### src/rtl/xs3_pkg.sv
// Shared definitions for the serial BCD <-> Excess-3 converters: digit width,
// the Excess-3 offset, the bit-position type and the per-bit serial add step.
package xs3_pkg;

  localparam int         DIGIT_W    = 4;
  localparam logic [3:0] XS3_OFFSET = 4'd3;  // the step logic below hard-codes +0011

  typedef enum logic [1:0] {
    POS0 = 2'd0,
    POS1 = 2'd1,
    POS2 = 2'd2,
    POS3 = 2'd3
  } pos_t;

  // One bit of the serial add of 0011, LSB first. Returns {z, c_next}.
  // Adding a 1 bit: z = ~(x^c), carry = x|c. Adding a 0 bit: z = x^c, carry = x&c.
  // Position 0 has no incoming carry, so it reduces to z = ~x, carry = x.
  // The carry out of position 3 is dropped so invalid digits wrap mod 16.
  function automatic logic [1:0] xs3_step(input pos_t pos, input logic c, input logic x);
    logic z;
    logic c_next;
    unique case (pos)
      POS0: begin z = ~x;        c_next = x;       end
      POS1: begin z = ~(x ^ c);  c_next = x | c;   end
      POS2: begin z = x ^ c;     c_next = x & c;   end
      POS3: begin z = x ^ c;     c_next = 1'b0;    end
      default: begin z = 1'b0;   c_next = 1'b0;    end
    endcase
    return {z, c_next};
  endfunction

endpackage

### src/rtl/bcd_xs3_serial_converter.sv
// Serial BCD to Excess-3 converter. One BCD bit per enabled clock, LSB first,
// in back-to-back 4-bit digits. Z is the Mealy Excess-3 bit for the current
// input bit; after each fourth bit the full digit and a non-BCD flag are
// presented in parallel for one cycle.
module bcd_xs3_serial_converter
  import xs3_pkg::*;
(
  input  logic               Clk,
  input  logic               Rst,
  input  logic               X,
  input  logic               En,
  output logic               Z,
  output logic [DIGIT_W-1:0] Digit,
  output logic               DigitValid,
  output logic               Err
);

  pos_t       pos;
  pos_t       pos_next;
  logic       c;
  logic       f;          // b1|b2 of the current digit
  logic [2:0] shift;      // Z bits of positions 0..2, position 0 in bit 0
  logic       z_raw;
  logic       c_step;
  logic       last_bit;

  // Combinational serial-add step for the current position and carry.
  always_comb begin
    {z_raw, c_step} = xs3_step(pos, c, X);
  end

  // Z is only meaningful on enabled cycles and is held low during reset.
  assign Z        = Rst & En & z_raw;
  assign last_bit = En & (pos == POS3);

  // Bit-position state register.
  // NOTE: sequential state uses non-blocking assignments so every register
  // samples pre-edge values regardless of block ordering.
  always_ff @(posedge Clk or negedge Rst) begin
    if (!Rst) pos <= POS0;
    else      pos <= pos_next;
  end

  // Next position: advance on each enabled bit, wrapping after position 3.
  always_comb begin
    // NOTE: default first so no path leaves pos_next unassigned (no latch).
    pos_next = pos;
    if (En) begin
      unique case (pos)
        POS0:    pos_next = POS1;
        POS1:    pos_next = POS2;
        POS2:    pos_next = POS3;
        POS3:    pos_next = POS0;
        default: pos_next = POS0;
      endcase
    end
  end

  // Per-digit working state: carry, invalid-tracking flag and Z history.
  always_ff @(posedge Clk or negedge Rst) begin
    if (!Rst) begin
      c     <= 1'b0;
      f     <= 1'b0;
      shift <= 3'b000;
    end else if (En) begin
      if (pos == POS3) begin
        c <= 1'b0;
        f <= 1'b0;
      end else begin
        c     <= c_step;
        shift <= {z_raw, shift[2:1]};
        if (pos != POS0) f <= f | X;
      end
    end
  end

  // Completed-digit outputs, updated on the edge that consumes position 3.
  always_ff @(posedge Clk or negedge Rst) begin
    if (!Rst) begin
      Digit      <= '0;
      DigitValid <= 1'b0;
      Err        <= 1'b0;
    end else begin
      DigitValid <= last_bit;
      if (last_bit) begin
        Digit <= {z_raw, shift};
        // f already holds b1|b2, so a set b3 with either of them is 1010..1111.
        Err   <= X & f;
      end
    end
  end

endmodule

### config.mk
export PLATFORM = sky130hd
export DESIGN_NAME = bcd_xs3_serial_converter
export DESIGN_NICKNAME = d
export VERILOG_FILES = /design/src/rtl/xs3_pkg.sv /design/src/rtl/bcd_xs3_serial_converter.sv
export SDC_FILE = /design/constraint.sdc
export NUM_CORES = 1
export LEC_CHECK = 0
export CORE_MARGIN = 5
export CORE_UTILIZATION = 49
export DETAILED_ROUTE_END_ITERATION = 8
export GPL_ROUTABILITY_DRIVEN = 0
export HOLD_SLACK_MARGIN = 0.15
export PLACE_DENSITY_LB_ADDON = 0.2
export SLEW_MARGIN = 20
export SYNTH_ARGS = -nofsm -noshare
export SYNTH_HDL_FRONTEND = slang
export SYNTH_SLANG_ARGS = --single-unit
### constraint.sdc
create_clock -name Clk -period 2.7 [get_ports Clk]
set_input_delay 0.81 -clock Clk [delete_from_list [all_inputs] [get_ports Clk]]
set_output_delay 0.81 -clock Clk [all_outputs]
set_load 0.01 [all_outputs]
-- Yosys cells after proc, flatten, opt, wreduce, memory -nomap -nowiden
Index checks and enable logic that the tools add are counted.
Widths: inputs -> output; s select.
- bits in registers: 13
- latch bits: 0
- memory bits (writable): 0
- memory bits (read-only): 0
- input bits: 4
- output and inout port bits: 7
- logic and storage cells: 33
- memories: 0
- add/sub/neg operators: 0
- multipliers: 0
- div/mod/pow operators: 0
- $lt $le $gt $ge: 0
- eq/ne operators: 3
- shifts and indexed selects: 0
- multiplexer cells: 6
- bitwise gates (word level): 11
- reductions and logical operators: 6
- operators by type and width (operator ; count):
    $pmux 2 s4 ; 1
    $pmux 1 s3 ; 2
    $and 1x1->1 ; 5
    $eq 2x2->1 const B ; 2
    $reduce_and 2->1 ; 2
    $reduce_bool 2->1 ; 2
    $mux 1 ; 3
    $not 1->1 ; 3
    $eq 2x1->1 const B ; 1
    $logic_not 2->1 ; 1
    $or 1x1->1 ; 2
    $reduce_or 2->1 ; 1
    $xor 1x1->1 ; 1

-- Longest topological paths before layout
- word-level depth: 4
- depth in mapped cells: 5
- mapped depth without buffers: 5

-- Least setup slack after synthesis
No wires, ideal clock.
- path kind: in2out
- start: in X
- end: out Z
- arrival: 1.663 ns
- required time: 1.890 ns
- slack: 0.227 ns
- stages on the path: 5
- cells stage by stage: inv_1 > ha_1 > nor3b_2 > o22ai_1 > and3_1
- word-level cells in the longest chain between the ends: 4
- elaborated cells on any way between the ends: 5
- ends and longest elaborated chain (what ; line ; RTL):
    start, declared ; bcd_xs3_serial_converter.sv:10 ; input logic X,
    $xor 1x1->1 ; xs3_pkg.sv:24, xs3_pkg.sv:25, xs3_pkg.sv:26 ;
    $not 1->1 ; xs3_pkg.sv:24 ; POS1: begin z = ~(x ^ c); c_next = x | c; end
    $pmux 1 s3 (*) ; xs3_pkg.sv:22 ; unique case (pos)
    $and 1x1->1 (*) ; bcd_xs3_serial_converter.sv:33 ; assign Z = Rst & En & z_raw;
    end, declared ; bcd_xs3_serial_converter.sv:12 ; output logic Z,
Every way passes the cells marked *; elsewhere a longest branch is shown, timed or not.

-- Final worst setup path
Ends and elaborated chain as after synthesis.

==> impl_results.md <==
- Count of warnings emitted by yosys: 0
- Fmax: 391 MHz
- Row Count: 13
- Fin cells: 88
- Die area: 2190 sq um
- Setup TNS: 0 ns
- Fin nets: 85
- Cells along the critical path: buf_2 -> inv_2 -> ha_4 -> nor3b_4 -> o22ai_2 -> and3_1 -> buf_2
- Seq/Total Area, Yosys: 0.490
- Min cycle time layout: roughly 2.6 ns
- H-tree depth: 1
- # IOs: 11
- Core Area: 1280 sq um
- Vias in the first global route: approximately 480
- Post-Synthesis Cells: 53
- CTS root buf: clkbuf_4
- Inst Count DP: 82
- CP max stage cell: ha_4
- Slew headroom: 0.844
- Top delay family on crit path: simple AND/OR/NAND/NOR gates
- CTS clk-pin slew, worst paths: roughly 0.080 ns
- Die Y: between 40 and 50 um
- Worst endpoint required time: 1.89 ns
- Post-synthesis cell type count: 17
- CP startpoint kind: input pin
- CTS tree: done
- First-pass GRT wire length: around 2.1 mm
- First drt pass iteration count: 4
- Hold Path Depth: 2
- RR Startpoint: pos[0]
- Max-cap viol count: 0
- DRC: 0
- Filler Cell Count: 91
- Initial Util: 0.517
- Core Util, Final: 0.677
- Hpwl dp: 848 um
- Grt total ovfl: 0
- Max stage delay on crit path: 0.25 ns
- Cell mode on critical path: buf_2
- Worst-margin pin slew: about 0.23 ns
- Worst R2R Path Depth: 7
- Clock sinks: 13
- Buf+Inv Stages, Crit Path: 3
- DR WL/cell: 13.6 um
- Yosys top cell area share: 0.490
- Synth Cell Area: ~660 sq um
- First DRT Iteration DRCs: 5
- Hold path startpoint: Err
- RSZ-0062 raised after global routing: no
- CTS buffer count: 3
- Final setup fails: 0
- Mapped Nets: between 60 and 70
- Hold endpoint: Err
- Layout cells sized above 1: 0.342
- DR vias: 448
- Avg Vias per Cell: 5.09
- GRT Util Overall: 0.140
- Reg2reg setup slack: 0.94 ns
- Final WL: 1.20 mm
- Largest net degree at the start of global routing: 14
- Syn_area_per_cell: 12.5 sq um
- Outcome: finished, final reports clean
- Worst VDD drop: 0.000628 V
- CTS Buffer Depth: 2
- Diodes inserted: 0
- RR Endpoint: shift[2]
- Hold crit path type: reg2reg
- #FFs+latches synth: 13
- Number of buffers added on ports: 10
- CP arrival: ~1.8 ns
- Worst setup path class: in2out
- Leak: 0.445 nW
- Max FO, Critical Path: 2
- Synth area leaders: dfrtp_1 (49%), mux2_4 (16%), ha_1 (13%)
- Fin. max-slew vios: 0
- Commonest non-fill, non-tap cell in the layout: dfrtp_1
- Clk Latency, worst-skew pair: 0.27 ns
- Post-Route Skew: ~0.0029 ns
- PD cells: 1150 nW/um^2
- Synth-to-Final Area Change: 30.9%
- Most frequent cells in the layout: dfrtp_1 (13), clkdlybuf4s50_1 (8), mux2_4 (7)
- Hold Fails Final Rpt: 0
- Die Width: 46.8 um
- Fin crit share: 0.947
- CP Capture Type: output pin
- Final ANT Viol Nets: 0
- Antenna violations before repair: 0
- Area leader, netlist: dfrtp_1
==> cell type report <==
cell class / instances / area (sq um) / area share
tap: 15 / 18.8 / 0.0216
clock buffer: 4 / 26.3 / 0.0302
sequential: 13 / 325 / 0.374
inverter: 8 / 30.0 / 0.0345
timing repair buffer: 16 / 135 / 0.155
multi-input combinational: 32 / 334 / 0.384
==> stage by stage <==
step / area, sq um / power, mW / hold slack [ns] / setup slack (ns)
after global placement: 813 / 0.800 / 0.468 / -0.730
after CTS: 856 / 0.960 / 0.520 / 0.0612
after floorplan: 664 / 0.636 / 0.482 / 0.227
after detailed placement: 813 / 0.812 / 0.498 / -0.755
after global routing: 870 / 1.08 / 0.536 / 0.0547
final: 870 / 1.00 / 0.508 / 0.143
==> repair_timing <==
item                       CTS  global route
pin swaps                    3             2
resized for setup            9             3
setup buffers                1             1
gates cloned                 0             0
hold buffers                 0             0
setup endpoints to repair    1             1
==> Yosys cell counts (all sizes together) <==
| library cell | instances |
|---|---|
| a31oi | 1 |
| a21oi | 1 |
| a221oi | 1 |
| o21bai | 1 |
| o21ai | 5 |
| nor3b | 1 |
| ha | 7 |
| inv | 8 |
| mux2 | 7 |
| dfrtp | 13 |
| o22ai | 2 |
| and3 | 1 |
| nand2 | 4 |
| and2b | 1 |
==> worst max-delay path by stage <==
stage                     start  slack, ns  cells after the start  endpoint
after floorplan               X       0.23                      5         Z
after global placement        X      -0.73                      7         Z
after detailed placement      X      -0.75                      7         Z
after CTS                     X       0.06                      7         Z
after global routing          X       0.05                      7         Z
final                         X       0.14                      7         Z
==> power by group <==
part	internal, mW	switching, mW
sequential	0.285	0.0557
combinational	0.319	0.225
clock	0.0572	0.0601
total	0.661	0.341
==> tightest hold or removal path, stage by stage, from the launching register on <==
cell	delay [ns]
dfrtp_1	0.35
nand2_1	0.05
o21ai_1	0.07
==> registers in the layout, summed over array words and instances (netlist names) <==
register	cells
f	1
shift	3
Digit	4
c	1
Err	1
DigitValid	1
pos	2
==> per-layer routing <==
metal / track usage / vias up / routed length, um
met4: 0.0663 / 0 / 0
met1: 0.169 / 216 / 551
li1: - / 221 / -
met2: 0.230 / 11 / 574
met5: 0 / - / 0
met3: 0.0383 / 0 / 71
==> cell families (layout without fill, tap and decap cells) <==
group / count (synthesis) / count (layout) / synth area share
flops: 13 / 13 / 0.490
compound gates: 11 / 11 / 0.0979
buf+inv: 8 / 28 / 0.0452
fa+ha+maj: 7 / 7 / 0.132
mux: 7 / 7 / 0.158
simple gates: 7 / 7 / 0.0772
Note: power is estimated with default switching activity, not from simulation.
